File: src/rtl/dma_read_agu.sv
// Read-side DMA address generator: two-level strided read loop feeding local memory.
// Optional DMA_AGU_STALL_CNT_EN adds a saturating stall_cnt output.
module dma_read_agu #(
  parameter int ADDR_W     = 32,
  parameter int DATA_W     = 256,
  parameter int CNT_W      = 16,
  parameter int MEM_ADDR_W = 10
) (
  input  logic                  clk,
  input  logic                  rst,
  input  logic                  clear,
  input  logic                  run,
  input  logic                  valid,
  input  logic [2:0]            addr,
  input  logic [ADDR_W-1:0]     wdata,
  input  logic                  wstrb,
  output logic                  databus_valid,
  output logic [ADDR_W-1:0]     databus_addr,
  input  logic [DATA_W-1:0]     databus_rdata,
  input  logic                  databus_ready,
  output logic                  mem_en,
  output logic [MEM_ADDR_W-1:0] mem_addr,
  output logic [DATA_W-1:0]     mem_wdata,
  output logic                  done
`ifdef DMA_AGU_STALL_CNT_EN
  ,
  output logic [31:0]           stall_cnt
`endif
);

  localparam logic [ADDR_W-1:0] BYTES = ADDR_W'(DATA_W / 8);

  typedef enum logic {IDLE, REQ} state_t;

  state_t state_q, state_d;

  logic [ADDR_W-1:0]     ext_q;
  logic [MEM_ADDR_W-1:0] int_q;
  logic [CNT_W-1:0]      iter_q, per_q, shift_q, incr_q;

  logic [CNT_W-1:0]      sh_iter_q, sh_iter_d;
  logic [CNT_W-1:0]      sh_per_q, sh_per_d;
  logic [ADDR_W-1:0]     sh_shift_q, sh_shift_d;
  logic [ADDR_W-1:0]     sh_incr_q, sh_incr_d;

  logic [ADDR_W-1:0]     addr_q, addr_d;
  logic [ADDR_W-1:0]     base_q, base_d;
  logic [CNT_W-1:0]      p_q, p_d;
  logic [CNT_W-1:0]      i_q, i_d;
  logic [MEM_ADDR_W-1:0] wptr_q, wptr_d;
  logic                  mem_en_q, mem_en_d;
  logic [MEM_ADDR_W-1:0] mem_addr_q, mem_addr_d;
  logic [DATA_W-1:0]     mem_wdata_q, mem_wdata_d;

  logic last_p, last_i;

  always_ff @(posedge clk or negedge rst) begin
    if (!rst) begin
      ext_q   <= '0;
      int_q   <= '0;
      iter_q  <= '0;
      per_q   <= '0;
      shift_q <= '0;
      incr_q  <= '0;
    end else if (clear) begin
      ext_q   <= '0;
      int_q   <= '0;
      iter_q  <= '0;
      per_q   <= '0;
      shift_q <= '0;
      incr_q  <= '0;
    end else if (valid && wstrb) begin
      unique case (addr)
        3'd0: ext_q   <= wdata;
        3'd1: int_q   <= wdata[MEM_ADDR_W-1:0];
        3'd2: iter_q  <= wdata[CNT_W-1:0];
        3'd3: per_q   <= wdata[CNT_W-1:0];
        3'd4: shift_q <= wdata[CNT_W-1:0];
        3'd5: incr_q  <= wdata[CNT_W-1:0];
        default: ;
      endcase
    end
  end

  assign last_p = (p_q == sh_per_q - CNT_W'(1));
  assign last_i = (i_q == sh_iter_q - CNT_W'(1));

  always_comb begin
    state_d     = state_q;
    sh_iter_d   = sh_iter_q;
    sh_per_d    = sh_per_q;
    sh_shift_d  = sh_shift_q;
    sh_incr_d   = sh_incr_q;
    addr_d      = addr_q;
    base_d      = base_q;
    p_d         = p_q;
    i_d         = i_q;
    wptr_d      = wptr_q;
    mem_en_d    = 1'b0;
    mem_addr_d  = mem_addr_q;
    mem_wdata_d = mem_wdata_q;
    unique case (state_q)
      IDLE: begin
        if (run) begin
          sh_iter_d  = iter_q;
          sh_per_d   = per_q;
          sh_shift_d = ADDR_W'(shift_q) * BYTES;
          sh_incr_d  = ADDR_W'(incr_q) * BYTES;
          addr_d     = ext_q;
          base_d     = ext_q;
          p_d        = '0;
          i_d        = '0;
          wptr_d     = int_q;
          if (iter_q != '0 && per_q != '0)
            state_d = REQ;
        end
      end
      REQ: begin
        if (databus_ready) begin
          mem_en_d    = 1'b1;
          mem_wdata_d = databus_rdata;
          mem_addr_d  = wptr_q;
          wptr_d      = wptr_q + MEM_ADDR_W'(1);
          if (last_p) begin
            if (last_i) begin
              state_d = IDLE;
            end else begin
              p_d    = '0;
              i_d    = i_q + CNT_W'(1);
              base_d = base_q + sh_shift_q;
              addr_d = base_q + sh_shift_q;
            end
          end else begin
            p_d    = p_q + CNT_W'(1);
            addr_d = addr_q + sh_incr_q;
          end
        end
      end
      default: state_d = IDLE;
    endcase
  end

  always_ff @(posedge clk or negedge rst) begin
    if (!rst) begin
      state_q     <= IDLE;
      sh_iter_q   <= '0;
      sh_per_q    <= '0;
      sh_shift_q  <= '0;
      sh_incr_q   <= '0;
      addr_q      <= '0;
      base_q      <= '0;
      p_q         <= '0;
      i_q         <= '0;
      wptr_q      <= '0;
      mem_en_q    <= 1'b0;
      mem_addr_q  <= '0;
      mem_wdata_q <= '0;
    end else begin
      state_q     <= state_d;
      sh_iter_q   <= sh_iter_d;
      sh_per_q    <= sh_per_d;
      sh_shift_q  <= sh_shift_d;
      sh_incr_q   <= sh_incr_d;
      addr_q      <= addr_d;
      base_q      <= base_d;
      p_q         <= p_d;
      i_q         <= i_d;
      wptr_q      <= wptr_d;
      mem_en_q    <= mem_en_d;
      mem_addr_q  <= mem_addr_d;
      mem_wdata_q <= mem_wdata_d;
    end
  end

  assign databus_valid = (state_q == REQ);
  assign databus_addr  = addr_q;
  assign done          = (state_q == IDLE);
  assign mem_en        = mem_en_q;
  assign mem_addr      = mem_addr_q;
  assign mem_wdata     = mem_wdata_q;

`ifdef DMA_AGU_STALL_CNT_EN
  logic [31:0] stall_q;

  // Only an accepted run (from IDLE) restarts the count.
  always_ff @(posedge clk or negedge rst) begin
    if (!rst)
      stall_q <= '0;
    else if (state_q == IDLE && run)
      stall_q <= '0;
    else if (state_q == REQ && !databus_ready && stall_q != '1)
      stall_q <= stall_q + 32'd1;
  end

  assign stall_cnt = stall_q;
`endif

endmodule

File: config.mk
export PLATFORM = sky130hd
export DESIGN_NAME = dma_read_agu
export DESIGN_NICKNAME = d
export VERILOG_FILES = /design/src/rtl/dma_read_agu.sv
export SDC_FILE = /design/constraint.sdc
export NUM_CORES = 1
export LEC_CHECK = 0
export ABC_CLOCK_PERIOD_IN_PS = 3950
export CORE_ASPECT_RATIO = 0.7
export CORE_UTILIZATION = 50
export DETAILED_ROUTE_END_ITERATION = 8
export GPL_ROUTABILITY_DRIVEN = 0
export HOLD_SLACK_MARGIN = 0.15
export PLACE_DENSITY = 0.81
export SYNTH_ARGS = -nofsm -noshare
export SYNTH_HDL_FRONTEND = slang
export SYNTH_SLANG_ARGS = --single-unit
File: constraint.sdc
create_clock -name clk -period 3.95 [get_ports clk]
set_input_delay 0.395 -clock clk [delete_from_list [all_inputs] [get_ports clk]]
set_output_delay 0.395 -clock clk [all_outputs]
set_load 0.01 [all_outputs]
# Word level (Yosys, flattened, before mapping)
# Index checks and enable logic that the tools add are counted.
# W data, S select, Z words.
# totals
register_bits	544
input_bits	298
out_inout_bits	301
elab_cells	108
# classes
addsub	7
n_eq_ne	12
n_mux	46
n_bitwise	1
n_reduce_logical	23
# op_table
operator	count
$mux W16	19
$mux W32	9
$pmux W32 S2	2
$add A32 B21 Y32	2
$pmux W16 S2	2
$mux W10	5
$add A16 B1 Y16 const B	2
$eq A16 B16 Y1	2
$reduce_bool A16 Y1	2
$sub A16 B1 Y16 const B	2
$pmux W10 S2	1
$reduce_and A2 Y1	9
$reduce_bool A2 Y1	7
$add A10 B1 Y10 const B	1
$mux W1	7
$eq A3 B2 Y1 const B	2
$eq A3 B3 Y1 const B	2
$ne A2 B2 Y1 const B	3
$reduce_and A4 Y1	1
$eq A3 B1 Y1 const B	1
$logic_not A3 Y1	1
$ne A3 B3 Y1 const B	1
$reduce_and A3 Y1	1
$logic_and A1 B1 Y1	2
3 further kinds	3

# Longest topological paths before layout
# logic_depth
ltp_word	6
depth_mapped	15
depth_no_buf	12

# Worst setup path after synthesis
# OpenSTA, ideal clock, no wires.
# synth_path
kind	flip-flop to flip-flop
from	register sh_per_q[0]
to	register addr_q[11], in the netlist databus_addr[11]
arrival_ps	3410
required_time_ps	3825
setup_slack_ps	415
path_stages_with_launch	16
path_buffers	4
synth_period_minus_slack_ps	3535
path_cell_list	dfrtp_1 > inv_1 > ha_1 > or4b_1 > buf_2 > nor4_1 > xor2_1 > nand2_1 > or4_1 > buf_2 > or2_2 > clkbuf_1 > buf_4 > mux2i_1 > a21oi_1 > mux2_2
# synth_between
elab_chain_len	5
# synth_rtl
item	line_no	source
from (decl)	42	logic [CNT_W-1:0] sh_per_q, sh_per_d;
from (signal assigned)	161	sh_per_q <= sh_per_d;
$sub A16 B1 Y16 (*)	85	assign last_p = (p_q == sh_per_q - CNT_W'(1));
$eq A16 B16 Y1 (*)	85	
$mux W32	124	if (last_p) begin
$mux W32	119	if (databus_ready) begin
$pmux W32 S2	102	unique case (state_q)
to (signal assigned)	164	addr_q <= addr_d;
to (decl)	46	logic [ADDR_W-1:0] addr_q, addr_d;
# Every way passes the cells marked *; elsewhere a longest branch is shown, timed or not. The select of a mux whose other input is x is not followed.
# A chain may end at the register's enable or synchronous reset.

# Worst setup path in the final report
# layout_path
from	register sh_per_q[0]
to	register base_q[29]
# layout_between
elab_chain_len	4
# layout_rtl
item	line_no	source
$sub A16 B1 Y16	85	
$eq A16 B16 Y1	85	
$ne A2 B1 Y1 (no source line)	--	
$reduce_and A4 Y1 (no source line)	--	
to (signal assigned)	165	base_q <= base_d;
to (decl)	47	logic [ADDR_W-1:0] base_q, base_d;
# No other way between the ends.

==> flow_results.org <==
** Synth
- In this run, synthesis produced a sequential element count of 544.
- Commonest register cell after synthesis :: dfrtp_1
- Share of synthesized area occupied by flip-flops and latches :: 53.9%
- Number of different library cells in the post-synthesis netlist :: 77
- Top cells by area, synth :: dfrtp_1 54%, nand2_1 19%, a21oi_1 3.3%
- Share of the synthesized area in the top cell type :: 53.9%
- During synthesis, Yosys emitted a total of 0 warnings.
- Counting every net in the synthesized netlist gives 3,252.
- Synthesis produced a netlist whose cell count is 2,915.
- Measured against the total synthesized area, the mux share comes to 2.33%.
- Summing the areas of all compound-gate instances in the mapped netlist gives 9.69% of the synthesized area.
- Combinational family with the most area after synthesis :: simple AND/OR/NAND/NOR gates
- Among all cell types in the netlist, the one instantiated most often is nand2_1.
- Number of synthesized flops with an enable pin :: 0
- Post-synthesis cell area :: 0.0253 mm²
- Summing the areas of all xor and xnor instances in the mapped netlist gives 2.81% of the synthesized area.
- dfrtp_1 takes more of the synthesized area than any other cell.
- Fraction of the mapped netlist area in adder cells :: 2.03%
- In the synthesized netlist, the cells that appear most often are 1,283 x nand2_1, 544 x dfrtp_1, 168 x a21oi_1.
- Simple-gate share of the synthesized area :: 26.2%
- Fraction of synthesis flops using an asynchronous set or reset pin :: 100%
- Averaged over all synthesized cells, the footprint is 8.67 µm².

** Timing
- Summed over all failing endpoints, the final setup total negative slack is 0 ps.
- Tcrit/Tclk final :: 95.1%
- Setup Viol. Count Final :: 0
- Relative slew margins :: 14.7%
- Final period demand of the worst path :: 3760 ps
- At the pin with the least slew margin, the transition time is 1270 ps.
- The tightest hold path in the finished design has a slack of 276 ps.
- Number of pins exceeding their max-slew limit in the final report :: 0
- On the final layout, the worst clock skew is 22.5 ps.
- The final-report hold violation count came to 0.
- Setup repair after global routing left no endpoint under its margin.
- Fmax :: 266 MHz

** Worst hold path
- Worst min-delay path endpoint :: ext_q[1]
- In this run the most critical hold path is launched from clear.
- Counting instances, the worst hold path has a depth of 2.
- Worst hold path type :: in2reg

** Layout
- In the final design database the tool counted 3,805 nets.
- Compared with the post-synthesis result, the final layout area differs by 34.3%.
- Core occupancy in the finished layout :: 68.4%
- Layout cell share with drive strength beyond 1 :: 5.78%

** Route
- Total detailed-routing wirelength :: 90,100 µm
- The detail route stage leaves a number of antenna-violating nets equal to 0.
- Number of iterations in the first detailed-routing pass :: 7
- DRC Markers :: 0
- Routed WL per cell :: 21.5 µm
- The detailed router placed 23,700 vias in this run.
- In this run, the number of DRC markers left after iteration 0 of detailed routing was 2,400.
- After detailed routing, the number of vias per cell comes to 5.66.

** Critical path
- Worst r2r dst :: base_q[29]
- The slowest stage of the critical path is the or4b_1 cell.
- Launch instance of the worst register-to-register path :: sh_per_q[0]
- Worst Path Max Fanout :: 66
- Tracing the worst setup path back leads to its startpoint at sh_per_q[0].
- Startpoint Class :: flip-flop
- CP delay by family, top :: simple AND/OR/NAND/NOR gates
- Worst reg-to-reg path cell count :: 14
- Slowest Stage Delay on Critical Path :: 500 ps
- Data arrives at the worst endpoint at 4240 ps.
- Register-to-register setup slack :: 190 ps
- For the worst setup path, the data required time is 4430 ps.
- In this design, the critical path's most frequently occurring cell is buf_4.
- Kind of end point of the critical path :: flip-flop
- Counting both buffers and inverters, the worst setup path holds a total of 4.
- Sequence of cells on the critical path :: inv_1, ha_1, or4b_1, buf_4, o31ai_1, xor2_1, nand3_1, a211o_1, nor3_4, buf_4, a21oi_4, buf_12, nor4_1, a211oi_1
- The critical path is of the reg2reg type.

** Placed design
- Port buffering added 598 buffers.
- Detailed placement ended at an HPWL of 65,800 µm.

** Power
- Peak supply drop :: 0.533 mV
- Dividing total power by cell area gives a power density of 652 mW/mm².
- Combinational Power Share :: 38.0%
- Leakage dissipation :: 16.2 nW
- The internal portion of the total power is 14.1 mW.
- Sequential share of power :: 37.8%
- Portion of total power attributed to the clock network :: 24.3%
- Switching pwr :: 8.03 mW
- Net switching is 36.3% of the power.

** CTS
- The clock reaches the later pin of the worst-skew pair after 620 ps.
- Buffers inserted during clock tree synthesis total 54.
- CTS tree :: done
- In this run the number of H-tree levels came out at 2.
- The tree is rooted in a clkbuf_16.
- Counting every sink on the clock net gives 544.
- After clock tree synthesis, the clock-pin slew on the worst setup and hold paths is 70 ps.
- No sink is reached through more buffers than the 3 on the longest clock path.

** Global routing
- Global routing finished with a remaining overflow of 0.
- The via count of the first global-routing pass came to 23,200.
- Overall routing resource usage :: 34.2%
- Antenna violations before repair :: 19
- Maximum number of pins on one net before global-route repair :: 136
- First-pass GRT wire length :: 136,000 µm

** Outcome
- The run finished with clean final reports.

** Job
- Max-capacitance violation count :: 0

** Floorplan
- The floorplan has 68 rows.
- Vertical die dimension :: 190 µm
- Placeable core region :: 0.0496 mm²
- Total Die Area :: 0.0515 mm²
- I/O pin total :: 599
- Die Width :: 271 µm
- Once the floorplan was initialized, standard cells occupied 50.9% of the core.
[metrics by stage]
| stage | instances | power [mW] | worst slack, ps | instance area [µm²] |
|---|---|---|---|---|
| 5_1_grt | 4196 | 23.1 | 5.17 | 33900 |
| 4_1_cts | 4176 | 22.1 | 157 | 33900 |
| 3_3_place_gp | 4074 | 16.4 | 368 | 32000 |
| 3_5_place_dp | 4074 | 16.6 | 198 | 32000 |
| 6_report | 4197 | 22.1 | 193 | 33900 |
| 2_1_floorplan | 2915 | 11.8 | 415 | 25300 |
[registers in the layout (all words and copies together) (netlist names), 32 cells and up]
signal	cells
ext_q	32
databus_addr	32
base_q	32
mem_wdata	256
[area by class of cell]
type                            count  area [µm²]
Antenna cell                       19        47.5
Clock buffer                       75        1570
Clock inverter                     26         267
Fill cell                        3750       15700
Inverter                           36         143
Multi-Input combinational cell   2174       10900
Sequential cell                   544       13600
Tap cell                          665         832
Timing Repair Buffer              658        6540
[routing by layer]
metal	routed length, µm	global-route usage, %	part of all wire [%]	vias up
met3	10800	11.4	12	212
li1	-	-	-	10700
met1	35700	45.9	40	11500
met2	40400	51.2	45	1347
met5	11	0	0.012	-
met4	3230	13.7	3.6	2
[cell families after synthesis]
| family | count (synthesis) |
|---|---|
| AND/OR/NAND/NOR | 1600 |
| flip-flops | 544 |
| AO/OA/AOI/OAI | 396 |
| buffers and inverters | 197 |
| XOR/XNOR | 81 |
| multiplexers | 57 |
| adder cells (fa/ha/maj) | 40 |
[placed cells by master (no fill, tap or decap), types with 6 or more instances in the layout]
| master | instances |
|---|---|
| buf_12 | 8 |
| xor2_1 | 31 |
| buf_4 | 51 |
| dfrtp_1 | 543 |
| and2_1 | 8 |
| nand2b_1 | 13 |
| a22oi_1 | 7 |
| nand2_1 | 1281 |
| o31ai_1 | 15 |
| nand3_1 | 49 |
| clkbuf_1 | 8 |
| clkdlybuf4s50_1 | 596 |
| nor2_1 | 74 |
| a22o_1 | 8 |
| a21oi_1 | 167 |
| ha_1 | 37 |
| clkbuf_8 | 12 |
| o21a_1 | 11 |
| nor2b_1 | 15 |
| nand4_1 | 16 |
| nor3_1 | 30 |
| diode_2 | 19 |
| nor4_1 | 17 |
| or4_1 | 15 |
| and3_1 | 22 |
| inv_1 | 35 |
| o22ai_1 | 6 |
| or2_2 | 11 |
| a21o_1 | 16 |
| o21ai_0 | 77 |
| clkinv_2 | 14 |
| xnor2_1 | 50 |
| clkbuf_16 | 55 |
| mux2i_1 | 42 |
| mux2_2 | 15 |
| or3_1 | 12 |
| a31oi_1 | 9 |
| a211oi_1 | 15 |
[how the worst max path moves through the flow]
stage	cells after the start	slack (ps)	endpoint
final	14	190	base_q[29]
after global routing	13	5	i_q[15]
after CTS	14	160	databus_addr[27]
after detailed placement	12	200	i_q[14]
after global placement	12	370	databus_addr[13]
after floorplan	15	420	databus_addr[11]
[timing repair]
action | in CTS | in global routing
buffers inserted | 0 | 2
resized for setup | 0 | 3
endpoints found under the setup margin | 0 | 24
hold buffers | 1 | 0
endpoints found under the hold margin | 86 | 0
[power by group through the flow]
| stage | clock, mW | sequential, mW | combinational (mW) |
|---|---|---|---|
| finish | 5.37 | 8.35 | 8.39 |
| global placement | 0 | 8.29 | 8.09 |
| floorplan | 0 | 8.68 | 3.09 |
| detailed placement | 0 | 8.37 | 8.26 |
| global route | 5.63 | 8.49 | 9.02 |
| CTS | 5.43 | 8.31 | 8.34 |
Power figures use the tool's default switching activity.
